===== src/rtl/fwd_hazard_ctrl.sv =====
// fwd_hazard_ctrl
//   Forwarding and load-use hazard controller for a pipelined LEGv8 datapath.
//   A DEPTH-entry shift-register scoreboard tracks the destinations of
//   older in-flight instructions. Entry 0 is the instruction in EX, and
//   entry j is j stages older. The instruction in ID is compared against
//   every entry. The result is a registered per-source bypass select,
//   which is valid while that instruction sits in EX, plus a combinational
//   load-use stall request.
//
// Optional feature macro: FWD_STATS_EN (adds fwd_count / stall_count).
//
// Ports
//   clk          clock, all state on the rising edge
//   reset        synchronous, active-high
//   hold         global freeze, all state holds
//   flush        squash the instruction in ID
//   id_valid     ID holds a real instruction
//   id_rd        ID destination register
//   id_regwrite  ID instruction writes id_rd
//   id_is_load   ID instruction is a load
//   id_src       NSRC packed source indices, source i at [i*REGW +: REGW]
//   id_src_used  per-source read enable
//   stall        combinational load-use stall request
//   fwd_sel      registered selects, source i at [i*SELW +: SELW];
//                0 = register file, k = pipeline register k
//   fwd_count    (FWD_STATS_EN) cycles that issued with any forwarding
//   stall_count  (FWD_STATS_EN) cycles with stall asserted
module fwd_hazard_ctrl #(
    parameter int NSRC     = 3,
    parameter int DEPTH    = 2,
    parameter int REGW     = 5,
    parameter int ZREG     = 31,
    parameter int LOAD_LAT = 1,
    localparam int SELW    = ($clog2(DEPTH + 1) < 1) ? 1 : $clog2(DEPTH + 1)
) (
    input  logic                   clk,
    input  logic                   reset,
    input  logic                   hold,
    input  logic                   flush,
    input  logic                   id_valid,
    input  logic [REGW-1:0]        id_rd,
    input  logic                   id_regwrite,
    input  logic                   id_is_load,
    input  logic [NSRC*REGW-1:0]   id_src,
    input  logic [NSRC-1:0]        id_src_used,
    output logic                   stall,
    output logic [NSRC*SELW-1:0]   fwd_sel
`ifdef FWD_STATS_EN
    ,
    output logic [31:0]            fwd_count,
    output logic [31:0]            stall_count
`endif
);

    localparam logic [REGW-1:0] ZREG_IDX = REGW'(ZREG);

    // Scoreboard state
    logic [DEPTH-1:0]           e_vld_q, e_vld_d;
    logic [DEPTH-1:0]           e_rw_q,  e_rw_d;
    logic [DEPTH-1:0]           e_ld_q,  e_ld_d;
    logic [DEPTH-1:0][REGW-1:0] e_rd_q,  e_rd_d;
    logic [NSRC*SELW-1:0]       fwd_sel_q, fwd_sel_d;

    // Hazard / select evaluation for the instruction in ID
    logic [NSRC*SELW-1:0]       sel_calc;
    logic                       hazard;
    logic [REGW-1:0]            src_idx;
    logic                       src_haz;
    logic [SELW-1:0]            src_sel;

    always_comb begin
        hazard   = 1'b0;
        sel_calc = '0;
        src_idx  = '0;
        src_haz  = 1'b0;
        src_sel  = '0;
        for (int i = 0; i < NSRC; i++) begin
            src_idx = id_src[i*REGW +: REGW];
            src_haz = 1'b0;
            src_sel = '0;
            // Walk oldest to youngest so the youngest match overwrites.
            for (int j = DEPTH - 1; j >= 0; j--) begin
                if (id_valid && id_src_used[i] && (src_idx != ZREG_IDX) &&
                    e_vld_q[j] && e_rw_q[j] && (e_rd_q[j] == src_idx)) begin
                    if (e_ld_q[j] && (j < LOAD_LAT)) begin
                        // Load data not available yet in that stage.
                        src_haz = 1'b1;
                        src_sel = '0;
                    end else begin
                        src_haz = 1'b0;
                        src_sel = SELW'(j + 1);
                    end
                end
            end
            hazard                      = hazard | src_haz;
            sel_calc[i*SELW +: SELW]    = src_sel;
        end
    end

    assign stall = hazard && !flush && !hold;

    // Next-state: shift the scoreboard unless frozen. A flushed or stalled
    // ID instruction enters EX as a bubble with no bypass selected.
    always_comb begin
        e_vld_d   = e_vld_q;
        e_rw_d    = e_rw_q;
        e_ld_d    = e_ld_q;
        e_rd_d    = e_rd_q;
        fwd_sel_d = fwd_sel_q;
        if (!hold) begin
            for (int j = 1; j < DEPTH; j++) begin
                e_vld_d[j] = e_vld_q[j-1];
                e_rw_d[j]  = e_rw_q[j-1];
                e_ld_d[j]  = e_ld_q[j-1];
                e_rd_d[j]  = e_rd_q[j-1];
            end
            if (flush || stall) begin
                e_vld_d[0] = 1'b0;
                e_rw_d[0]  = 1'b0;
                e_ld_d[0]  = 1'b0;
                e_rd_d[0]  = '0;
                fwd_sel_d  = '0;
            end else begin
                e_vld_d[0] = id_valid;
                e_rw_d[0]  = id_regwrite;
                e_ld_d[0]  = id_is_load;
                e_rd_d[0]  = id_rd;
                fwd_sel_d  = sel_calc;
            end
        end
    end

    always_ff @(posedge clk) begin
        if (reset) begin
            e_vld_q   <= '0;
            e_rw_q    <= '0;
            e_ld_q    <= '0;
            fwd_sel_q <= '0;
        end else begin
            e_vld_q   <= e_vld_d;
            e_rw_q    <= e_rw_d;
            e_ld_q    <= e_ld_d;
            fwd_sel_q <= fwd_sel_d;
        end
    end

    // Destination indices are qualified by the valid bits, so no reset.
    always_ff @(posedge clk) begin
        e_rd_q <= e_rd_d;
    end

    assign fwd_sel = fwd_sel_q;

`ifdef FWD_STATS_EN
    logic [31:0] fwd_count_q, stall_count_q;

    always_ff @(posedge clk) begin
        if (reset) begin
            fwd_count_q   <= '0;
            stall_count_q <= '0;
        end else begin
            // Count instructions that issue into EX with any bypass active.
            if (!hold && !flush && !stall && (|sel_calc)) begin
                fwd_count_q <= fwd_count_q + 32'd1;
            end
            if (stall) begin
                stall_count_q <= stall_count_q + 32'd1;
            end
        end
    end

    assign fwd_count   = fwd_count_q;
    assign stall_count = stall_count_q;
`endif

endmodule


===== config.mk =====
export PLATFORM = sky130hd
export DESIGN_NAME = fwd_hazard_ctrl
export DESIGN_NICKNAME = d
export VERILOG_FILES = /design/src/rtl/fwd_hazard_ctrl.sv
export SDC_FILE = /design/constraint.sdc
export NUM_CORES = 1
export LEC_CHECK = 0
export CAP_MARGIN = 20
export CORE_MARGIN = 3
export CORE_UTILIZATION = 50
export DETAILED_ROUTE_END_ITERATION = 8
export PLACE_DENSITY = 0.84
export SLEW_MARGIN = 10
export SYNTH_ARGS = -nofsm -noshare
export SYNTH_HDL_FRONTEND = slang
export SYNTH_SLANG_ARGS = --single-unit

===== constraint.sdc =====
create_clock -name clk -period 5 [get_ports clk]
set_input_delay 1 -clock clk [delete_from_list [all_inputs] [get_ports clk]]
set_output_delay 1 -clock clk [all_outputs]
set_load 0.01 [all_outputs]

* After elaboration in Yosys (flattened, before gate mapping) *
Index checks and enable logic that the tools add are counted.

word-level totals
  flip-flop bits (word level) = 21
  bits in latches = 0
  memory bits (writable) = 0
  bits in read-only memories = 0
  input bits = 30
  memories kept = 0

operators by class
  add/subtract/negate cells = 0
  multipliers = 0
  div/mod/pow operators = 0
  $lt $le $gt $ge = 0
  equality and inequality tests = 9
  shift-type cells = 0
  mux-type cells = 15
  bitwise operators = 2
  reductions and logical operators = 29

operator list
  cell                                           number
  5-bit == test                                  6
  1-bit logical AND                              26
  5-bit inequality test (second input constant)  3
  2-bit two-way mux                              6
  1-bit two-way mux                              8
  6-bit two-way mux                              1
  1-bit logical NOT                              2
  1-bit bitwise OR                               2
  1-bit logical OR                               1

* Depth between registers and ports, before layout *
  depth in word-level cells = 12
  gate-level depth with buffers = 7
  mapped depth without buffers = 6

* Worst setup path before layout *
Ideal clock, no wire load.

  kind = input port to output port
  from = input port id_src[7]
  to = output port stall
  arrival = 2.077 ns
  setup slack = 1.923 ns
  cell stages on the path = 5
  buffers on the path = 0
  path through = xnor2_1 -> nand4_1 -> or4_1 -> o211ai_2 -> and3_2

between the ends
  word-level cells in the longest chain between the ends = 10
  elaborated cells on any way between the ends = 11
  those cells by class = eq/ne (2); mux (1); bitwise (2); reduce/logical (6)

RTL lines
  what                                line  source
  start, declared                     44    input logic [NSRC*REGW-1:0] id_src,
  5-bit inequality test               83    if (id_valid && id_src_used[i] && (src_idx != ZREG_IDX) &&
  1-bit logical AND (2 in a row)      83
  1-bit logical AND                   84    e_vld_q[j] && e_rw_q[j] && (e_rd_q[j] == src_idx)) begin
  1-bit logical AND (*)               84
  1-bit two-way mux (*)               83
  1-bit bitwise OR (*) (2 in a row)   95    hazard = hazard | src_haz;
  1-bit logical AND (*) (2 in a row)  100   assign stall = hazard && !flush && !hold;
  end, declared                       46    output logic stall,

Mark *: on every way between the ends. The rest lies on a longest branch, timed or not.

* Worst setup path after layout *
  from = input port id_src[3]
  to = output port stall

Same word-level chain as after synthesis.

==> qor.yml <==
synth_area_um2: 1259
fin_crit_sh_pct: 84.62
final_layout_size_suffix_gt1_share_pct: 4.734
io_buffers: 36
ys_ff_latch: 21
finClkSkew_ns: 0.01221
diodes: 0
drcViolationCount: 0
rows: 17
grt_first_pass_wirelength_mm: 4.864
p_sw_uw: 90.67
avgSynthCellArea_um2: 9.536
io_pins: 37
syn-instance-count: 132
seqPwrFrac_pct: 56.9
postCtsSetupRepairBufs: 0
wl_per_cell_um: 14.98
max-cap-violations: 0
regToRegStartpoint: "e_rd_q[3]"
cts_hold_buffers: 0
syn-num-nets: 162
nets: 200
antenna_found_initial: 0
post-place-ws_ns: 0.7802
grt_pass1_vias: 1125
die_h_um: 56.18
powerDensity_nw_per_um2: 213.2
grt-ovfl-total: 0
cts_buffer_depth: 2
cts_sinks: 21
synth_compound_area_share_pct: 14.81
yosys.area.top_type: "edfxtp_1"
viasPerCell: 5.827
worstReg2RegEnd: "e_rd_q[0]"
dieArea_um2: 3156
synth_edf_count: 10
synth_mux_area_share_pct: 1.590
crit_type: "input port to output pin"
cts_tree: "built"
fin_hold_ws_ns: 0.4651
die_x_um: 56.18
fin_util_pct: 72.28
worst_ep_arrival_time_ns: 3.23
critPathLaunch: "id_src[3]"
status: "finished clean"
setup_tns_ns: 0
synth_flop_cell: "dfxtp_1"
crit_required_ns: 4.00
vias: 1148
clkPwrFrac_pct: 22.4
synth_xor_area_share_pct: 18.79
start_util_pct: 54.79
yosys.area_share.simple_pct: 20.38
root_buffer: "clkbuf_4"
layout_setup_ws_ns: 0.7691
wl_mm: 2.951
crit_fanout: 4
regArea_um2: 520.5
async_flop_share_pct: 0
finalHoldViolations: 0
grt_use_total_pct: 19.19
rsz0062_at_grt: "false"
reg2reg_slack_ns: 2.89
setup_viol: 0
area_growth_pct: 31.91
p_sw_share_pct: 25.62
critPathLaunchType: "input port"
clk_pin_slew_ns: 0.12
place_congestion: 0.9228
synth_top_family_by_area: "simple AND/OR/NAND/NOR gates"
stdcell_count: 197
dpl.cell_count: 193
power_leakage_nw: 0.5645
cts_buffers: 3
fmax_mhz: 236.4
dr.pass1.iters: 4
crit_end: "stall"
seq_area_frac_synth_pct: 41.35
yosysUniqueCellTypes: 36
yosysTopAreaCellShare_pct: 23.86
core_um2: 2297
clkLatencyLatePin_ns: 0.30
slew_violations: 0
tightest_slew_ns: 0.5423
internal-power_uw: 263.2
critPathCaptureType: "output pin"
period_needed_ns: 4.231
ctsResizeCount: 0
synthAdderAreaFrac_pct: 0
slew_headroom_pct: 62.91
htreeDepth: 1
multi_input_area_um2: 699.4
combPwrFrac_pct: 20.7
post-dp-hpwl_mm: 2.438
ys_warn_count: 0
ys_top_cells_by_area: "edfxtp_1 24%, dfxtp_1 17%, xnor2_1 14%"
fill_cells: 168
drtIter0Drc: 38
holdCritPathClass: "flop to flop"
final_antenna_net_count: 0
ir_drop_uv: 152.5
grt_max_degree: 20
reg2reg_depth: 6
critical path, cell delays in order:
cell             delay, ns
clkdlybuf4s50_1       0.53
inv_1                 0.09
a2111oi_2             0.30
o2111ai_1             0.29
o211ai_2              0.29
and3_2                0.21
clkdlybuf4s50_1       0.53
logic make-up after synthesis:
family	after synthesis
compound gates	26
xor+xnor	27
flops	21
buf+inv	8
simple gates	48
mux	2
power by group through the flow:
stage / Combinational, mW / Clock [mW] / Sequential [mW]
final: 0.0734 / 0.0792 / 0.201
after global routing: 0.0795 / 0.0902 / 0.203
after floorplan: 0.0383 / 0 / 0.201
after CTS: 0.0731 / 0.0830 / 0.201
after detailed placement: 0.0727 / 0 / 0.205
after global placement: 0.0701 / 0 / 0.205
metrics by stage:
| stage | cell area (um^2) | power [mW] |
|---|---|---|
| floorplan | 1259 | 0.2398 |
| global placement | 1634 | 0.2750 |
| detailed placement | 1634 | 0.2781 |
| CTS | 1660 | 0.3575 |
| global route | 1660 | 0.3723 |
| finish | 1660 | 0.3539 |
flip-flops by register name, summed over array words and instances, names as in the netlist:
register / cells
e_rd_q: 10
fwd_sel: 6
e_rw_q: 2
e_vld_q: 2
e_ld_q: 1
worst min path at each step:
| stage | to | cells after the start | slack [ns] | from |
|---|---|---|---|---|
| after floorplan | e_rw_q[1] | 2 | 0.46 | e_rw_q[1] |
| after global placement | fwd_sel[1] | 2 | 0.44 | fwd_sel[1] |
| after detailed placement | fwd_sel[1] | 2 | 0.45 | fwd_sel[1] |
| after CTS | fwd_sel[1] | 2 | 0.47 | fwd_sel[1] |
| after global routing | fwd_sel[5] | 2 | 0.49 | fwd_sel[5] |
| final | fwd_sel[1] | 2 | 0.47 | fwd_sel[1] |
layer usage:
metal	global-route usage (%)	vias up	wire, um
met3	4.408	4	139
li1	-	557	-
met5	0	-	0
met4	4.746	0	36
met1	22.21	557	1254
met2	35.23	30	1520
synth_stat cells, types with 2 or more instances:
cell,n
a21oi_1,6
a22oi_1,4
dfxtp_1,11
edfxtp_1,10
inv_1,4
mux2i_1,2
nand2_1,10
nand2b_1,6
nand3_1,4
nand4_1,6
nor2_1,10
nor2b_1,3
nor4_1,3
o211ai_1,2
o21ai_0,4
o31ai_1,2
xnor2_1,20
xor2_1,7
cell type report:
type / count / share of cell area [%]
Multi-Input combinational cell: 103 / 42.13
Sequential cell: 21 / 31.35
Timing Repair Buffer: 36 / 21.70
Tap cell: 28 / 2.110
Clock buffer: 4 / 1.583
Inverter: 5 / 1.130
placed cells by master (no fill, tap or decap), types with 6 or more instances in the layout:
master and count:
clkdlybuf4s50_1 36, xnor2_1 20, dfxtp_1 11, nand2_1 10, nor2_1 10, edfxtp_1 10
xor2_1 7, nand4_1 6, nand2b_1 6, a21oi_1 6
(Power assumes the default switching activity.)
==> variant 1, RTL diff (same settings) <==
Build with the macro `FWD_STATS_EN` defined.
--- a/src/rtl/fwd_hazard_ctrl.sv
+++ b/src/rtl/fwd_hazard_ctrl.sv
@@ -26,4 +26,6 @@
 //   fwd_count    (FWD_STATS_EN) cycles that issued with any forwarding
 //   stall_count  (FWD_STATS_EN) cycles with stall asserted
+`define FWD_STATS_EN
+
 module fwd_hazard_ctrl #(
     parameter int NSRC     = 3,
Function (old outputs only; new: fwd_count and stall_count): kept (equiv_simple and equiv_induct, registers matched by name and starting in step).
==> variant 1 against the original RTL <==
  * Wire length grew to 3.5 times the old value
  * Design area grew to 3.3 times the old value
  * Die area grew to 3.0 times the old value
  * Worst setup slack got worse by 0.42 ns
  * Area after synthesis grew to 3.3 times the old value
  * Power rose to 3.8 times the old value
  * Sequential cell count up 64
  * Global-route usage is 2.5 points higher
  * Core utilization fell by 2.8 points
  * Synthesized cell count grew to 3.7 times the old value
  * Critical path type unchanged
  * Largest power group unchanged
==> variant 1: results (changes against the original RTL) <==
Status
  – Status: complete, no violations

CTS
  – Clock tree buffer depth: 2 (unchanged)
  – # Post-CTS Setup Buffers: 0 (unchanged)
  – Post_cts resized: 0 (unchanged)
  – H-Tree Depth: 3 (+2)
  – Num CTS Buffers: 9 (+6)
  – CTS clk-pin slew, worst paths: 0.08 ns (-0.04 ns)
  – CTS root buf: clkbuf_8
  – Clk Latency, worst-skew pair: 0.34 ns (+0.04 ns)

Yosys
  – Post-synth top cells: dfxtp_1 (75), nor2_1 (46), a21oi_1 (42)
  – Sequential share of the synthesized area: 42.78% (+1.4 points)
  – Post-Synth Adder-Cell Area: 0.5942% (+0.59 points)
  – Most used DFF post-synth: dfxtp_1
  – Dominant cells by area after synthesis: dfxtp_1 (36%), edfxtp_1 (7.1%), xor2_1 (5.8%)
  – Compound-Gate Fraction of Synth Area: 13.19% (-1.6 points)
  – Xor/xnor share of the synthesized area: 11.23% (-7.6 points)
  – Netlist cell types: 45 (+25%)
  – Synth async-reset ratio: 0% (unchanged)
  – EDFF count, synth: 10 (unchanged)
  – Syn nets: 522 (+220%)
  – Mux contribution to synthesized area: 1.218% (-0.37 points)

Global routing
  – Initial antenna violation count: 0 (unchanged)
  – Vias in the first global route: 3,684 (+230%)
  – Tot GR Track Use: 21.64% (+2.5 points)
  – Largest net degree at the start of global routing: 77 (+290%)
  – First-pass GRT wire length: 17,550 µm (+260%)

Place
  – RD Place Congestion: 0.9289 (+0.66%)
  – Port Buf Inserts: 100 (+180%)
  – HPWL Detailed: 7452 µm (+210%)

Worst hold path
  – Worst Hold Launch: e_rw_q[0]
  – Min-Delay Path Class: reg -> reg
  – Hold Crit Depth: 2 (unchanged)
  – Hold endpoint: e_rw_q[0]

Layout
  – Share of cells above drive strength 1: 5.085% (+0.35 points)
  – FILL cells: 647 (+290%)
  – Final net count: 617 (+210%)
  – Antenna diode count: 0 (unchanged)

Critical path
  – Max stage delay on crit path: 0.60 ns (+0.07 ns)
  – CP Data Arrival Time: 3.65 ns (+0.42 ns)
  – Worst reg2reg path startpoint: e_rd_q[1]
  – Critical path's slowest cell: clkdlybuf4s50_1
  – R2R cell count: 8 (+2)
  – End of the worst register-to-register path: stall_count[31]
  – Worst R2R Setup Slack: 1.88 ns (-1.01 ns)

Power
  – Max VDD drop: 0.1476 mV (-3.2%)
  – Leak pwr: 1.747 nW (+210%)
  – Sw Pwr: 0.2827 mW (+210%)

Timing
  – Slew HR: 43.48% (-19 points)
  – Post-route clock skew: 0.009083 ns (-0.003126 ns)

Detailed routing
  – Drt initial violations: 212 (+460%)
  – 1st-pass router iterations: 5 (+1)
  – Routed WL: 10,450 µm (+250%)
  – Via density: 5.737 (-1.6%)
-- variant 1: worst max-delay path: cells and delay by family --
family,cells,cell delay [ns]
AO/OA/AOI/OAI,2,0.60
XOR/XNOR,1,0.16
buffers and inverters,3,1.37
AND/OR/NAND/NOR,1,0.52
-- variant 1: kinds of logic (layout without fill, tap and decap cells) --
family / Yosys count / in the layout
mux: 5 / 5
flops: 85 / 85
simple gates: 212 / 212
xor+xnor: 54 / 54
fa+ha+maj: 2 / 2
buf+inv: 39 / 139
compound gates: 93 / 93
-- variant 1: metrics by stage --
stage / instances / utilization, % / hold slack (ns) / area, µm² / setup WS (ns)
final: 692 / 69.47 / 0.4752 / 5535 / 0.3518
after global routing: 692 / 69.47 / 0.5038 / 5535 / 0.2262
after CTS: 691 / 69.38 / 0.4780 / 5528 / 0.3461
after detailed placement: 675 / 66.43 / 0.4644 / 5293 / 0.3664
after global placement: 675 / 66.43 / 0.4571 / 5293 / 0.4315
after floorplan: 490 / - / 0.4488 / 4212 / 1.550
-- variant 1: area by class of cell --
cell class                 count  area, µm²  share of cell area, %
tap                          102      127.6                  2.306
inverter                      16      60.06                  1.085
clock inverter                 3      66.31                  1.198
clock buffer                  13      168.9                  3.052
multi-input combinational    366       2262                  40.87
sequential                    85       1802                  32.55
timing repair buffer         107       1049                  18.94
-- variant 1: power groups by stage --
| stage | logic [mW] | registers [mW] | clock network, mW |
|---|---|---|---|
| after detailed placement | 0.0801 | 0.725 | 0 |
| after floorplan | 0.0424 | 0.721 | 0 |
| final | 0.0805 | 0.709 | 0.555 |
| after global routing | 0.0885 | 0.710 | 0.599 |
| after global placement | 0.0784 | 0.725 | 0 |
| after CTS | 0.0808 | 0.709 | 0.569 |
-- variant 1: how the worst max path moves through the flow --
stage              start  endpoint  slack [ns]
2_1_floorplan  id_src[6]     stall        1.55
3_3_place_gp   id_src[5]     stall        0.43
3_5_place_dp   id_src[5]     stall        0.37
4_1_cts        id_src[5]     stall        0.35
5_1_grt        id_src[5]     stall        0.23
6_report       id_src[5]     stall        0.35
-- variant 1: layer usage --
layer  wire length (µm)  share of wire (%)  track usage (%)
met5                  0                  0                0
met4                122                1.2            6.177
met3                676                6.5            5.143
met2               5009                 48            35.16
met1               4641                 44            28.87
==> variant 2, RTL diff (config.mk and constraints unchanged) <==
Made on the original files. Change the parameter `REGW` from 5 to 6.
--- a/src/rtl/fwd_hazard_ctrl.sv
+++ b/src/rtl/fwd_hazard_ctrl.sv
@@ -29,5 +29,5 @@
     parameter int NSRC     = 3,
     parameter int DEPTH    = 2,
-    parameter int REGW     = 5,
+    parameter int REGW     = 6,
     parameter int ZREG     = 31,
     parameter int LOAD_LAT = 1,
Ports: changed (resized id_rd and id_src); port bits go from 37 to 41. No check against the original RTL was run, so the function may have changed too.
==> variant 2 against the original RTL <==
  * Register-to-register slack got worse by 0.08 ns
  * Power rose by 8.3%
  * Design area is 12% higher
  * Sequential cell count rose by 2
  * Worst setup slack got worse by 0.092 ns
  * Wire length grew 18%
  * Critical path type unchanged
  * Synthesized cell count up 4.5%
  * Core utilization increased by 0.34 points
  * Combinational power is 9.0% higher
  * Area after synthesis increased by 12%
==> variant 2: results (changes against the original RTL) <==
CTS
  – CTS clk-pin slew, worst paths: 0.13 ns
  – Clock tree buffer depth: 2 (unchanged)
  – H-Tree Depth: 1 (unchanged)
  – # Post-CTS Setup Buffers: 0 (unchanged)
  – Clk Latency, worst-skew pair: 0.32 ns (+0.02 ns)

Layout
  – Max reg flops: 12 (+2)
  – Multi-input gates: 109 (+5.8%)
  – Area grow syn2layout: 32.21%
  – Final net count: 214 (+7.0%)
  – Nonclk buf count: 40 (+11%)
  – Clk cell area share: 1.477% (-0.11 points)
  – Final Cell Area: 1864 µm² (+12%)
  – Area occupied by multi-input gates: 807.0 µm² (+15%)
  – Antenna diode count: 0 (unchanged)
  – Seq cells: 23 (+9.5%)
  – Seq/total area: 31.14% (-0.21 points)
  – Inverters: 3 (-2)
  – Buffer share of cell area: 21.48% (-0.23 points)
  – Share of cells above drive strength 1: 6.704% (+2.0 points)
  – FILL cells: 201 (+20%)

Global routing
  – First-pass GRT wire length: 5526 µm (+14%)
  – Tot GR Track Use: 21.42% (+2.2 points)
  – Largest net degree at the start of global routing: 15 (-25%)
  – Vias in the first global route: 1,220 (+8.4%)

Power
  – Max VDD drop: 0.2053 mV (+35%)
  – Switching Fraction: 26.89% (+1.3 points)
  – Seq pwr share: 56.5% (-0.4 points)
  – Leak pwr: 0.6513 nW (+15%)
  – PwrDens: 205.7 nW/µm² (-3.5%)
  – Combinational power share: 20.9% (+0.2 points)

Place
  – Post-DP Area: 1837 µm² (+12%)
  – Post-Place Worst Slack: 0.7170 ns (-0.06312 ns)
  – Port Buf Inserts: 40 (+11%)
  – HPWL Detailed: 2794 µm (+15%)
  – RD Place Congestion: 0.9220 (about the same)

Yosys
  – EDFF count, synth: 12 (+2)
  – Dominant cells by area after synthesis: edfxtp_1 (26%), xor2_1 (17%), dfxtp_1 (16%)
  – Netlist cell types: 28 (-22%)
  – Sequential share of the synthesized area: 41.17% (-0.18 points)
  – Cells after Synth: 138 (+4.5%)
  – Post-synth top cells: xor2_1 (28), edfxtp_1 (12), nand2_1 (12)
  – Syn nets: 172 (+6.2%)

Detailed routing
  – Routed WL: 3492 µm (+18%)
  – Via density: 5.928 (+1.7%)
  – 1st-pass router iterations: 4 (unchanged)
  – Drt initial violations: 76 (+100%)
  – WL/cell: 16.71 µm (+12%)

Critical path
  – Crit path max fanout: 6 (+2)
  – CP Data Arrival Time: 3.32 ns (+0.09 ns)
  – CP endpoint kind: primary output
  – Critical path's slowest cell: clkdlybuf4s50_1
  – Max stage delay on crit path: 0.53 ns (about the same)
  – R2R cell count: 5 (-1)

Worst hold path
  – Hold Crit Depth: 2 (unchanged)

Timing
  – Worst slew pin tran: 0.6042 ns (+0.06190 ns)
  – Post-route clock skew: 0.01831 ns (+0.006097 ns)

Status
  – Status: complete, no violations
==> variant 2: cell families after synthesis <==
| family | Yosys count | synth area share, % |
|---|---|---|
| AO/OA/AOI/OAI | 20 | 10.47 |
| AND/OR/NAND/NOR | 51 | 22.98 |
| flip-flops | 23 | 41.17 |
| multiplexers | 2 | 1.420 |
| buffers and inverters | 6 | 1.597 |
| XOR/XNOR | 36 | 22.36 |
==> variant 2: worst paths after layout <==
path	end	slack, ns	startpoint
setup / recovery	stall	0.68	id_src[14]
hold / removal	fwd_sel[0]	0.47	fwd_sel[0]
setup reg to reg	e_rd_q[2]	2.81	e_rd_q[1]
hold reg to reg	fwd_sel[0]	0.47	fwd_sel[0]
==> variant 2: per-layer routing <==
layer,wire length [µm],vias to the layer above,track usage [%]
met3,238,9,3.486
li1,-,593,-
met2,1697,47,35.65
met4,107,0,11.00
met5,0,-,0
met1,1448,590,26.61
